[src/rtl/mux2x1_rr_arbiter_pkg.sv]
// Shared types for the round-robin 2:1 mux arbiter: FSM state encodings and helpers.
package mux2x1_rr_arbiter_pkg;

    typedef enum logic [1:0] {
        IDLE = 2'd0,
        OWN0 = 2'd1,
        OWN1 = 2'd2
    } state_e;

    // Ownership state for requester n.
    function automatic state_e own_state(input logic n);
        return n ? OWN1 : OWN0;
    endfunction

endpackage

[src/rtl/mux2x1_rr_arbiter_if.sv]
// Requester/consumer bundle for the arbiter; slave is the arbiter side, master the environment.
interface mux2x1_rr_arbiter_if #(
    parameter int unsigned WIDTH = 8
);
    logic             req0;
    logic [WIDTH-1:0] data0;
    logic             last0;
    logic             gnt0;
    logic             req1;
    logic [WIDTH-1:0] data1;
    logic             last1;
    logic             gnt1;
    logic             out_valid;
    logic [WIDTH-1:0] out_data;
    logic             out_last;
    logic             out_ready;
    logic             sel;
    logic             busy;
    logic             err;

    modport slave (
        input  req0, data0, last0, req1, data1, last1, out_ready,
        output gnt0, gnt1, out_valid, out_data, out_last, sel, busy, err
    );

    modport master (
        output req0, data0, last0, req1, data1, last1, out_ready,
        input  gnt0, gnt1, out_valid, out_data, out_last, sel, busy, err
    );
endinterface

[src/rtl/mux2x1_rr_arbiter_bus.sv]
// W-bit 2:1 mux assembled from one mux2x1 cell per bit; sel_i = 1 selects b_i.
module mux2x1_rr_arbiter_bus #(
    parameter int unsigned W = 9
) (
    input  logic [W-1:0] a_i,
    input  logic [W-1:0] b_i,
    input  logic         sel_i,
    output logic [W-1:0] y_o
);

    for (genvar i = 0; i < W; i++) begin : g_mux2x1
        assign y_o[i] = sel_i ? b_i[i] : a_i[i];
    end

endmodule

[src/rtl/mux2x1_rr_arbiter.sv]
// Round-robin owner of a shared 2:1 packet mux: locks select per packet, forces release at MAX_BEATS.
module mux2x1_rr_arbiter
    import mux2x1_rr_arbiter_pkg::*;
#(
    parameter int unsigned WIDTH     = 8,
    parameter int unsigned MAX_BEATS = 16
) (
    input  logic                 clk,
    input  logic                 rst,
    mux2x1_rr_arbiter_if.slave   bus
);

    localparam int unsigned CNT_W = $clog2(MAX_BEATS + 1);

    state_e           state_q, state_d;
    logic             prio_q, prio_d;
    logic [CNT_W-1:0] cnt_q, cnt_d;
    logic             sel_q, sel_d;

    logic             own_c;
    logic             cur_c;
    logic             req_cur_c;
    logic             req_oth_c;
    logic             accept_c;
    logic             err_c;
    logic [WIDTH:0]   mux_y;

    mux2x1_rr_arbiter_bus #(.W(WIDTH + 1)) u_bus (
        .a_i   ({bus.last0, bus.data0}),
        .b_i   ({bus.last1, bus.data1}),
        .sel_i (sel_q),
        .y_o   (mux_y)
    );

    assign own_c     = (state_q == OWN0) || (state_q == OWN1);
    assign cur_c     = (state_q == OWN1);
    assign req_cur_c = cur_c ? bus.req1 : bus.req0;
    assign req_oth_c = cur_c ? bus.req0 : bus.req1;
    assign accept_c  = own_c && req_cur_c && bus.out_ready;

    // Next-state: arbitration in IDLE, packet lock and release in OWNn.
    always_comb begin
        state_d = state_q;
        prio_d  = prio_q;
        cnt_d   = cnt_q;
        sel_d   = sel_q;
        err_c   = 1'b0;
        case (state_q)
            IDLE: begin
                if (bus.req0 && (!bus.req1 || !prio_q)) begin
                    state_d = OWN0;
                end else if (bus.req1) begin
                    state_d = OWN1;
                end
            end
            OWN0, OWN1: begin
                if (accept_c) begin
                    if (mux_y[WIDTH] || (cnt_q == CNT_W'(MAX_BEATS - 1))) begin
                        err_c   = !mux_y[WIDTH];
                        prio_d  = !cur_c;
                        cnt_d   = '0;
                        if (req_oth_c) begin
                            state_d = own_state(!cur_c);
                        end else if (req_cur_c) begin
                            state_d = own_state(cur_c);
                        end else begin
                            state_d = IDLE;
                        end
                    end else begin
                        cnt_d = cnt_q + CNT_W'(1);
                    end
                end
            end
            default: state_d = IDLE;
        endcase
        case (state_d)
            OWN0:    sel_d = 1'b0;
            OWN1:    sel_d = 1'b1;
            default: sel_d = sel_q;
        endcase
    end

    always_ff @(posedge clk or posedge rst) begin
        if (rst) begin
            state_q <= IDLE;
            prio_q  <= 1'b0;
            cnt_q   <= '0;
            sel_q   <= 1'b0;
        end else begin
            state_q <= state_d;
            prio_q  <= prio_d;
            cnt_q   <= cnt_d;
            sel_q   <= sel_d;
        end
    end

    // Data path outputs are forced to zero whenever nobody owns the mux.
    assign bus.gnt0      = (state_q == OWN0);
    assign bus.gnt1      = (state_q == OWN1);
    assign bus.sel       = sel_q;
    assign bus.busy      = (state_q != IDLE);
    assign bus.out_valid = own_c && req_cur_c;
    assign bus.out_data  = own_c ? mux_y[WIDTH-1:0] : '0;
    assign bus.out_last  = own_c && mux_y[WIDTH];
    assign bus.err       = err_c;

endmodule

[src/flat_wrapper.sv]
// flat-port wrapper written by rule: the top's interface ports become plain ports
module mux2x1_rr_arbiter_flat import mux2x1_rr_arbiter_pkg::*;
#(
    parameter int unsigned WIDTH     = 8,
    parameter int unsigned MAX_BEATS = 16
)
  (clk, rst, bus_req0, bus_data0, bus_last0, bus_req1, bus_data1, bus_last1, bus_out_ready, bus_gnt0, bus_gnt1, bus_out_valid, bus_out_data, bus_out_last, bus_sel, bus_busy, bus_err);
  mux2x1_rr_arbiter_if #(.WIDTH(WIDTH)) bus_i ();
  input  logic clk;
  input  logic rst;
  input wire logic [$bits(bus_i.req0)-1:0] bus_req0;
  input wire logic [$bits(bus_i.data0)-1:0] bus_data0;
  input wire logic [$bits(bus_i.last0)-1:0] bus_last0;
  input wire logic [$bits(bus_i.req1)-1:0] bus_req1;
  input wire logic [$bits(bus_i.data1)-1:0] bus_data1;
  input wire logic [$bits(bus_i.last1)-1:0] bus_last1;
  input wire logic [$bits(bus_i.out_ready)-1:0] bus_out_ready;
  output wire logic [$bits(bus_i.gnt0)-1:0] bus_gnt0;
  output wire logic [$bits(bus_i.gnt1)-1:0] bus_gnt1;
  output wire logic [$bits(bus_i.out_valid)-1:0] bus_out_valid;
  output wire logic [$bits(bus_i.out_data)-1:0] bus_out_data;
  output wire logic [$bits(bus_i.out_last)-1:0] bus_out_last;
  output wire logic [$bits(bus_i.sel)-1:0] bus_sel;
  output wire logic [$bits(bus_i.busy)-1:0] bus_busy;
  output wire logic [$bits(bus_i.err)-1:0] bus_err;
  assign bus_i.req0 = bus_req0;
  assign bus_i.data0 = bus_data0;
  assign bus_i.last0 = bus_last0;
  assign bus_i.req1 = bus_req1;
  assign bus_i.data1 = bus_data1;
  assign bus_i.last1 = bus_last1;
  assign bus_i.out_ready = bus_out_ready;
  assign bus_gnt0 = bus_i.gnt0;
  assign bus_gnt1 = bus_i.gnt1;
  assign bus_out_valid = bus_i.out_valid;
  assign bus_out_data = bus_i.out_data;
  assign bus_out_last = bus_i.out_last;
  assign bus_sel = bus_i.sel;
  assign bus_busy = bus_i.busy;
  assign bus_err = bus_i.err;
  mux2x1_rr_arbiter #(.WIDTH(WIDTH), .MAX_BEATS(MAX_BEATS)) u_core (.clk(clk), .rst(rst), .bus(bus_i));
endmodule
[config.mk]
export PLATFORM = sky130hd
export DESIGN_NAME = mux2x1_rr_arbiter_flat
export DESIGN_NICKNAME = d
export VERILOG_FILES = /design/src/rtl/mux2x1_rr_arbiter_pkg.sv /design/src/rtl/mux2x1_rr_arbiter_if.sv /design/src/rtl/mux2x1_rr_arbiter_bus.sv /design/src/rtl/mux2x1_rr_arbiter.sv /design/src/flat_wrapper.sv
export SDC_FILE = /design/constraint.sdc
export NUM_CORES = 1
export LEC_CHECK = 0
export CELL_PAD_IN_SITES_DETAIL_PLACEMENT = 2
export CELL_PAD_IN_SITES_GLOBAL_PLACEMENT = 2
export CORE_ASPECT_RATIO = 1.5
export CORE_MARGIN = 10
export CORE_UTILIZATION = 20
export DETAILED_ROUTE_END_ITERATION = 16
export PLACE_DENSITY_LB_ADDON = 0.05
export SLEW_MARGIN = 5
export SYNTH_ARGS = -nofsm -noshare
export SYNTH_HDL_FRONTEND = slang
export SYNTH_SLANG_ARGS = --single-unit
[constraint.sdc]
create_clock -name clk -period 2.3 [get_ports clk]
set_input_delay 0.46 -clock clk [delete_from_list [all_inputs] [get_ports clk]]
set_output_delay 0.46 -clock clk [all_outputs]
set_load 0.005 [all_outputs]
==> results.json, run 1 <==
{
  "status": "finished, violations left",
  "violations": "setup timing",
  "num_io_pins": 38,
  "antenna_cells": 0,
  "fin_crit_sh": 1.003,
  "place_area_um2": 1378,
  "grt_pass1_wl_um": 5768,
  "fillerInstances": 451,
  "worstSetupPathType": "register to register",
  "yosys.area.top_type_share": 0.2795,
  "final_common_cell": "clkdlybuf4s50_1",
  "syn_inst": 88,
  "cp_max_fo": 3,
  "drt_iter0_markers": 27,
  "portBuffers": 37,
  "dp_hpwl_um": 2767,
  "die_h_um": 97.74,
  "cp.arrival_ns": 2.42,
  "rsz0062_at_grt": "true",
  "hold_path.class": "register to register",
  "fmax_mhz": 433.3,
  "synth_edf_count": 0,
  "netlist_area_um2": 805.8,
  "cts_tree": "built",
  "die-area_um2": 7020,
  "yosysTopAreaCell": "dfrtp_1",
  "fin_crit_ns": 2.308,
  "wire_per_inst_um": 16.89,
  "fin_nets": 183,
  "cts_root_buf": "clkbuf_8",
  "layout-drive-gt1-share": 0.2914,
  "design_area_um2": 1526,
  "synth_seq_area_share": 0.2795,
  "area_delta_synth_final_pct": 89.44,
  "required_ns": 2.41,
  "grt-ovfl-total": 0,
  "ir_drop_mv": 0.5603,
  "path_clk_slew_ns": 0.05,
  "numCtsBuffers": 3,
  "p_total_mw": 1.649,
  "skew_ns": 0.003152,
  "coreArea_um2": 3924,
  "ys_ff_latch": 9,
  "grt_pass1_vias": 1095,
  "start_kind": "register",
  "vias": 899,
  "register_area_um2": 225.2,
  "yosysUniqueCellTypes": 33,
  "tns_ns": -0.007865,
  "clock_sinks": 9,
  "wl_um": 3310,
  "leakage_nw": 0.7222,
  "synthArstFlopShare": 1.000,
  "track_usage": 0.1012,
  "clk_latency_ns": 0.23,
  "clockBufferDepth": 2,
  "syn_nets": 119,
  "multi_input_area_um2": 603.1,
  "die_w_um": 71.83,
  "pre_cts_ws_ns": -0.2662,
  "grt_max_degree": 12,
  "maxCapViolCount": 0,
  "drc": 0,
  "reg2reg_slack_ns": -0.008,
  "utilization": 0.3890,
  "htree_num_levels": 1,
  "final_cell_mix": "clkdlybuf4s50_1, buf_4, mux2i_1",
  "initial_core_util": 0.2054,
  "final_antenna_net_count": 0,
  "avgSynthCellArea_um2": 9.157,
  "worstMarginPinSlew_ns": 0.3677,
  "hold_viol_final": 0,
  "power.density_nw_per_um2": 1080,
  "cp-end-kind": "register",
  "viasPerCell": 4.587,
  "rows": 28,
  "yosys-top-cells-area": "dfrtp_1, mux2i_1, ha_1",
  "first_pass_iters": 3,
  "setup_ws_ns": -0.007865,
  "setup_viol": 1,
  "yosysWarnings": 0,
  "slew_violations": 0,
  "gp_congestion": 0.7687,
  "antenna_found_initial": 0,
  "hold_buffers": 0,
  "slew_headroom": 0.7479,
  "synth_ff_type": "dfrtp_1"
}
## power by group
part           total, mW  leakage (nW)  internal (mW)  switching (mW)
combinational       1.22         0.583          0.718           0.501
clock              0.186        0.0228          0.121          0.0651
sequential         0.244         0.116          0.206          0.0376
total               1.65         0.722           1.05           0.604
## synthesized netlist by cell type (2+ instances only)
cell	count
nand2_1	7
ha_1	8
and3_1	2
inv_1	6
nor3_1	2
o21ai_1	5
nor2_1	3
a21oi_1	2
nor2b_1	10
dfrtp_1	9
mux2i_1	11
mux2_2	2
## cells by family after synthesis
kind of cell,count (synthesis),share of synthesized area
AO/OA/AOI/OAI,18,0.1630
buffers and inverters,9,0.05278
multiplexers,13,0.1646
AND/OR/NAND/NOR,31,0.2159
adder cells (fa/ha/maj),8,0.1242
flip-flops,9,0.2795
## area by class of cell
cell class / instances / area share
inverters: 6 / 0.01639
multi-input cells: 70 / 0.3951
repair buffers: 62 / 0.3746
well taps: 45 / 0.03689
clock buffers: 4 / 0.02951
flip-flops and latches: 9 / 0.1475
## registers in the layout (all words and copies together) (netlist names)
name            flops
u_core.bus.sel      1
u_core.cnt_q        5
u_core.prio_q       1
u_core.state_q      2
## per-layer routing
layer / global-route usage / vias to the layer above / routed length [µm]
met5: 0 / - / 0
met4: 0.02691 / 0 / 12
met3: 0.02229 / 2 / 138
met2: 0.1975 / 16 / 1994
met1: 0.1010 / 447 / 1164
li1: - / 434 / -
## critical path, stage by stage (launching register included)
cell	delay, ns
dfrtp_1	0.40
buf_6	0.13
ha_4	0.16
mux2i_2	0.16
buf_4	0.15
a211oi_4	0.21
mux2i_1	0.27
a21oi_1	0.10
ha_1	0.30
mux2_4	0.30
## final timing paths
| check | end | cells past startpoint | start |
|---|---|---|---|
| max | u_core.bus.sel | 9 | u_core.state_q[1] |
| min | u_core.cnt_q[4] | 2 | u_core.cnt_q[4] |
| max reg2reg | u_core.bus.sel | 9 | u_core.state_q[1] |
| min reg2reg | u_core.cnt_q[4] | 2 | u_core.cnt_q[4] |
| max in group asynchronous | u_core.state_q[0] | 2 | rst |
| min in group asynchronous | u_core.cnt_q[2] | 2 | rst |
## per-stage QoR
stage	hold slack, ns	cells
CTS	0.4864	196
global placement	0.4697	188
finish	0.4786	196
detailed placement	0.4756	188
global route	0.5378	196
floorplan	0.2879	88
## repair_timing
| action | CTS | global route |
|---|---|---|
| endpoints found under the setup margin | 11 | 11 |
| pin swaps | 6 | 0 |
| resized for setup | 17 | 8 |
| buffers inserted | 4 | 0 |
(Power assumes the default switching activity.)
==> run 2: changes to the inputs <==
--- a/config.mk
+++ b/config.mk
@@ -11,6 +11,7 @@
 export CORE_MARGIN = 10
 export CORE_UTILIZATION = 20
 export DETAILED_ROUTE_END_ITERATION = 16
+export HOLD_SLACK_MARGIN = 0.03
 export PLACE_DENSITY_LB_ADDON = 0.05
 export SLEW_MARGIN = 5
 export SYNTH_ARGS = -nofsm -noshare
==> results of run 2 <==
The final DEF is identical to that of run 1; final timing and power are the same.
